<file path="src/rtl/encoder8to3_by2_encoder4to2_pkg.sv">
// Shared widths and types for the 8-to-3 priority encoder.
// Imported by the interface, the 4-to-2 half encoder and the top.
package encoder_pkg;

  localparam int ENC_IN_W   = 8;
  localparam int ENC_OUT_W  = 3;
  localparam int ENC_HALF_W = 4;

  typedef logic [ENC_IN_W-1:0]  enc_in_t;
  typedef logic [ENC_OUT_W-1:0] enc_idx_t;

endpackage

</file>
<file path="src/rtl/encoder8to3_by2_encoder4to2_if.sv">
// Encoder bus: request vector w in; index Y, valid, multi out.
// master drives w; slave (the encoder) drives the results.
interface encoder8to3_by2_encoder4to2_if;
  import encoder_pkg::*;

  enc_in_t  w;
  enc_idx_t Y;
  logic     valid;
  logic     multi;

  modport master (
    output w,
    input  Y,
    input  valid,
    input  multi
  );

  modport slave (
    input  w,
    output Y,
    output valid,
    output multi
  );

endinterface

</file>
<file path="src/rtl/encoder8to3_by2_encoder4to2_encoder4to2.sv">
// Combinational 4-to-2 priority encoder, highest bit wins.
// Ports: d[3:0] in; y[1:0] index out; any = some bit set.
module encoder4to2
  import encoder_pkg::*;
(
  input  logic [ENC_HALF_W-1:0] d,
  output logic [1:0]            y,
  output logic                  any
);

  // Several bits may be set at once, so this is a
  // priority (not unique) selection on the highest one.
  always_comb begin
    y   = 2'd0;
    any = 1'b0;
    priority case (1'b1)
      d[3]: begin y = 2'd3; any = 1'b1; end
      d[2]: begin y = 2'd2; any = 1'b1; end
      d[1]: begin y = 2'd1; any = 1'b1; end
      d[0]: begin y = 2'd0; any = 1'b1; end
      default: begin y = 2'd0; any = 1'b0; end
    endcase
  end

endmodule

</file>
<file path="src/rtl/encoder8to3_by2_encoder4to2.sv">
// Registered 8-to-3 priority encoder from two 4-to-2 halves.
// Ports: clk, rst (sync, high); bus.slave carries w, Y, valid, multi.
module encoder8to3_by2_encoder4to2
  import encoder_pkg::*;
(
  input  logic clk,
  input  logic rst,
  encoder8to3_by2_encoder4to2_if.slave bus
);

  logic [1:0] lo_y;
  logic [1:0] hi_y;
  logic       lo_any;
  logic       hi_any;

  enc_idx_t y_d;
  logic     valid_d;
  logic     multi_d;
  enc_in_t  w_clr;

  encoder4to2 u_lo (
    .d   (bus.w[ENC_HALF_W-1:0]),
    .y   (lo_y),
    .any (lo_any)
  );

  encoder4to2 u_hi (
    .d   (bus.w[ENC_IN_W-1:ENC_HALF_W]),
    .y   (hi_y),
    .any (hi_any)
  );

  // Clearing the lowest set bit leaves something only
  // when two or more bits were set.
  assign w_clr = bus.w & (bus.w - enc_in_t'(1));

  always_comb begin
    y_d     = {hi_any, (hi_any ? hi_y : lo_y)};
    valid_d = hi_any | lo_any;
    multi_d = |w_clr;
  end

  always_ff @(posedge clk) begin
    if (rst) begin
      bus.Y     <= '0;
      bus.valid <= 1'b0;
      bus.multi <= 1'b0;
    end else begin
      bus.Y     <= y_d;
      bus.valid <= valid_d;
      bus.multi <= multi_d;
    end
  end

endmodule

</file>
<file path="src/flat_wrapper.sv">
// flat-port wrapper written by rule: the top's interface ports become plain ports
module encoder8to3_by2_encoder4to2_flat import encoder_pkg::*;
  (clk, rst, bus_w, bus_Y, bus_valid, bus_multi);
  encoder8to3_by2_encoder4to2_if bus_i ();
  input  logic clk;
  input  logic rst;
  input wire logic [$bits(bus_i.w)-1:0] bus_w;
  output wire logic [$bits(bus_i.Y)-1:0] bus_Y;
  output wire logic [$bits(bus_i.valid)-1:0] bus_valid;
  output wire logic [$bits(bus_i.multi)-1:0] bus_multi;
  assign bus_i.w = bus_w;
  assign bus_Y = bus_i.Y;
  assign bus_valid = bus_i.valid;
  assign bus_multi = bus_i.multi;
  encoder8to3_by2_encoder4to2 u_core (.clk(clk), .rst(rst), .bus(bus_i));
endmodule
</file>
<file path="config.mk">
export PLATFORM = sky130hd
export DESIGN_NAME = encoder8to3_by2_encoder4to2_flat
export DESIGN_NICKNAME = d
export VERILOG_FILES = /design/src/rtl/encoder8to3_by2_encoder4to2_pkg.sv /design/src/rtl/encoder8to3_by2_encoder4to2_if.sv /design/src/rtl/encoder8to3_by2_encoder4to2_encoder4to2.sv /design/src/rtl/encoder8to3_by2_encoder4to2.sv /design/src/flat_wrapper.sv
export SDC_FILE = /design/constraint.sdc
export NUM_CORES = 1
export LEC_CHECK = 0
export CAP_MARGIN = 10
export CORE_AREA = 5 5 42 44
export DETAILED_ROUTE_END_ITERATION = 6
export DIE_AREA = 0 0 47 49
export HOLD_SLACK_MARGIN = 0.06
export PLACE_DENSITY = 0.58
export SLEW_MARGIN = 20
export SYNTH_ARGS = -nofsm -noshare
export SYNTH_HDL_FRONTEND = slang
export SYNTH_SLANG_ARGS = --single-unit
</file>
<file path="constraint.sdc">
create_clock -name clk -period 1.5 [get_ports clk]
set_clock_uncertainty 0.2 [all_clocks]
set_input_delay 0.15 -clock clk [delete_from_list [all_inputs] [get_ports clk]]
set_output_delay 0.15 -clock clk [all_outputs]
set_load 0.01 [all_outputs]
</file>
==> results.md <==
- The run finished with clean final reports.
- The period utilization is 97.3%.
- The top-level port count is 15.
- Clock-pin slew was measured on the worst setup and hold paths at 40 ps.
- Based on the critical path, the design can be clocked at up to 0.685 GHz.
- The commonest cells after synthesis are sky130_fd_sc_hd__dfxtp_1, sky130_fd_sc_hd__a21oi_1, sky130_fd_sc_hd__nor2_1, sky130_fd_sc_hd__nor4_1.
- The register bit total from synthesis is 5.
- The via count of the first global-routing pass is 288.
- The type of the tightest min-delay check is in2reg.
- The region available for standard cell placement spans 1400 um2.
- Data on the critical path is required at its endpoint by 1420 ps.
- The final-stage net count is 66.
- The cell taking the most area after synthesis is sky130_fd_sc_hd__dfxtp_1.
- The count of placed standard cells including taps is 67.
- The floorplan step set the die height to 49 um.
- The congestion estimate from routability-driven global placement came to around 0.66.
- Buffers inserted during clock tree synthesis total 3.
- Adding up every negative setup slack in the final design gives 0 ps.
- The most common cell in the netlist is sky130_fd_sc_hd__dfxtp_1.
- The final count of hold timing violations is 0.
- The count of endpoints failing setup in the final report is 0.
- The total net switching power is approximately 0.00009 W.
- The arrival time of the worst setup path is 1380 ps.
- The worst path meets setup with between 40 and 50 ps of slack.
- The initial utilization of the core area, before any placement, comes to 16.9%.
- Power comes to a little under 0.0004 W.
- For this design the static power due to leakage is 0.200 nW.
- The number of synthesized flops with an enable pin is 0.
- Net switching is 23.2% of the power.
- The per-instance average area after synthesis is 8.15 um2.
- In this run, post-CTS hold repair placed 0 buffers.
- Synthesis produced 29 cells.
- In the global route stage, overall resource usage came out at 6.62%.
- Entering global routing, the biggest net connects 7 pins.
- The fraction of power consumed by the clock network is 38.0%.
- The sort of element at the end of the critical path is a flip-flop.
- Once detail routing completed, the nets flagged for antenna violations numbered 0.
- The final max-slew violation count is 0.
- The pre-antenna-repair detailed-routing pass consisted of 4 iterations.
- The sequential element share of the synthesized area is 42.3%.
- The clock period minus worst slack is 1460 ps.
- For this block, the via count after detailed routing is 310.
- The number of filler instances in the final layout is 161.
- The register share of total power is 37.0%.
- IR analysis of the VDD net gives a maximum drop of 0.163 mV.
- In this run the worst path has a maximum fanout of 3.
- The cell sitting at the root of the clock tree is a sky130_fd_sc_hd__clkbuf_4.
- TritonCTS built the clock tree.
- The vias per cell is 4.37.
- Of the cells placed in the final design, the portion with a size suffix greater than 1 is 27.3%.
- Among all flip-flop cells after synthesis, the most frequent one is sky130_fd_sc_hd__dfxtp_1.
- The total of buffers placed on input and output ports is 14.
- In this run the horizontal extent of the chip is ~47 um.
- The fraction of synthesized cell area taken by the top area cell type is 42.3%.
- The number of unique standard cell types used by synthesis is 14.
- The total die area is 2300 um2.
- The placement-stage worst setup slack is -557 ps.
- The total wire length is 701 um.
- After detailed routing, the average wire length per cell comes to 9.87 um.
- The detailed router finished its first iteration with 3 violations.
- The remaining max-slew budget at the tightest pin is around three quarters.
- STA classifies the critical path startpoint as a primary input.
- The number of antenna diodes in the final layout is 0.
- The slew at the pin closest to its max-slew limit is 375 ps.
- The yosys synthesis warning count is 0.
- The share of total power dissipated in combinational logic is 25.0%.
- The design internal power is 0.000301 W.
- For this run, design rule violations remaining after detail routing come to 0.
- Summing every instance area after synthesis gives 236 um2.
- The finished layout holds slightly above 70 standard cells, fillers aside.
- The synthesis-to-layout area growth is 114%.
- For this design the ratio of total power to cell area is approximately 770 nW/um2.
- The tree built by TritonCTS fans out to 5 sinks.
- In this run the core area contains 14 standard-cell rows.
- The total half-perimeter wirelength after legalization and detailed placement is 586 um.
- The total overflow left after global routing is 0.
- The H-tree level count is 1.
- Setup repair after global routing left no endpoint under its margin.
- The initial antenna violation count is 0.
- The number of buffers on the longest clock path is 2.
- By area the synthesized netlist is led by sky130_fd_sc_hd__dfxtp_1, sky130_fd_sc_hd__a21oi_1, sky130_fd_sc_hd__nor4_1.
- The wire length of the first global-routing pass is around 1100 um.
- The async set or reset register ratio after synthesis is 0%.
- The kind of critical path is in2reg.
- The tool flagged a number of max-cap violations equal to 0.
- The synthesized netlist net count is 39.
power by group through the flow:
| stage | sequential (W) | clock, W | combinational [W] |
|---|---|---|---|
| after global placement | 0.000147 | 0 | 0.0000936 |
| after CTS | 0.000145 | 0.000157 | 0.0000972 |
| after detailed placement | 0.000147 | 0 | 0.0000952 |
| final | 0.000145 | 0.000149 | 0.0000979 |
| after floorplan | 0.000152 | 0 | 0.0000170 |
| after global routing | 0.000145 | 0.000166 | 0.000107 |
worst max-delay path, cell delays in order:
cell and delay [ps]:
sky130_fd_sc_hd__clkdlybuf4s15_1 180, sky130_fd_sc_hd__or4_4 550, sky130_fd_sc_hd__a2111oi_4 300, sky130_fd_sc_hd__or3_1 150
sky130_fd_sc_hd__o21ai_1 50
sequential cells by signal (all words and copies together) (netlist names):
| name | flops |
|---|---|
| u_core.bus.Y | 3 |
| u_core.bus.multi | 1 |
| u_core.bus.valid | 1 |
cell families (layout without fill, tap and decap cells):
family	count (synthesis)	count (layout)	synth area share [%]
and+or+nand+nor	11	11	24.9
AOI/OAI and AO/OA	10	10	25.4
DFF	5	5	42.3
buffers and inverters	2	28	3.18
adders and majority gates	1	1	4.23
per-stage QoR:
step | area [um2] | hold WS, ps | util (%)
CTS | 500 | 131 | 35.7
finish | 507 | 140 | 36.2
detailed placement | 460 | 621 | 32.9
global route | 507 | 179 | 36.2
floorplan | 240 | 19.1 | -
global placement | 460 | 617 | 32.9
final timing paths:
kind | start | endpoint | slack, ps | cells after the start
worst max-delay path | bus_w[3] | u_core.bus.multi | 40 | 5
worst min-delay path | bus_w[0] | u_core.bus.valid | 140 | 4
final cells by class:
cell class              instances  area, um2  share of cell area (%)
repair buffers                 22        195                    38.5
well taps                      16       20.0                    3.95
inverters                       2       7.51                    1.48
clock buffers                   4       26.3                    5.19
multi-input cells              22        158                    31.1
flip-flops and latches          5        100                    19.8
what timing repair did:
| item | CTS | global route |
|---|---|---|
| gates resized for setup | 13 | 2 |
| pin swaps | 4 | 4 |
| endpoints found under the setup margin | 1 | 1 |
| setup buffers | 0 | 0 |
cell usage in the layout (no fill, tap or decap), types with 2 or more instances in the layout:
master and n:
sky130_fd_sc_hd__clkdlybuf4s15_1 3, sky130_fd_sc_hd__clkdlybuf4s50_1 10, sky130_fd_sc_hd__a21oi_1 4, sky130_fd_sc_hd__nor2_1 4, sky130_fd_sc_hd__inv_1 2, sky130_fd_sc_hd__o21ai_0 2
sky130_fd_sc_hd__buf_4 8, sky130_fd_sc_hd__clkbuf_4 3, sky130_fd_sc_hd__nor4_1 3, sky130_fd_sc_hd__dfxtp_1 5
routing by layer:
layer / up-vias / wire length [um] / GRT usage, %
met4: 0 / 6 / 6.91
met5: - / 0 / 0
li1: 164 / - / -
met3: 2 / 62 / 1.11
met2: 10 / 371 / 10.9
met1: 134 / 261 / 6.14
Power figures use the tool's default switching activity.
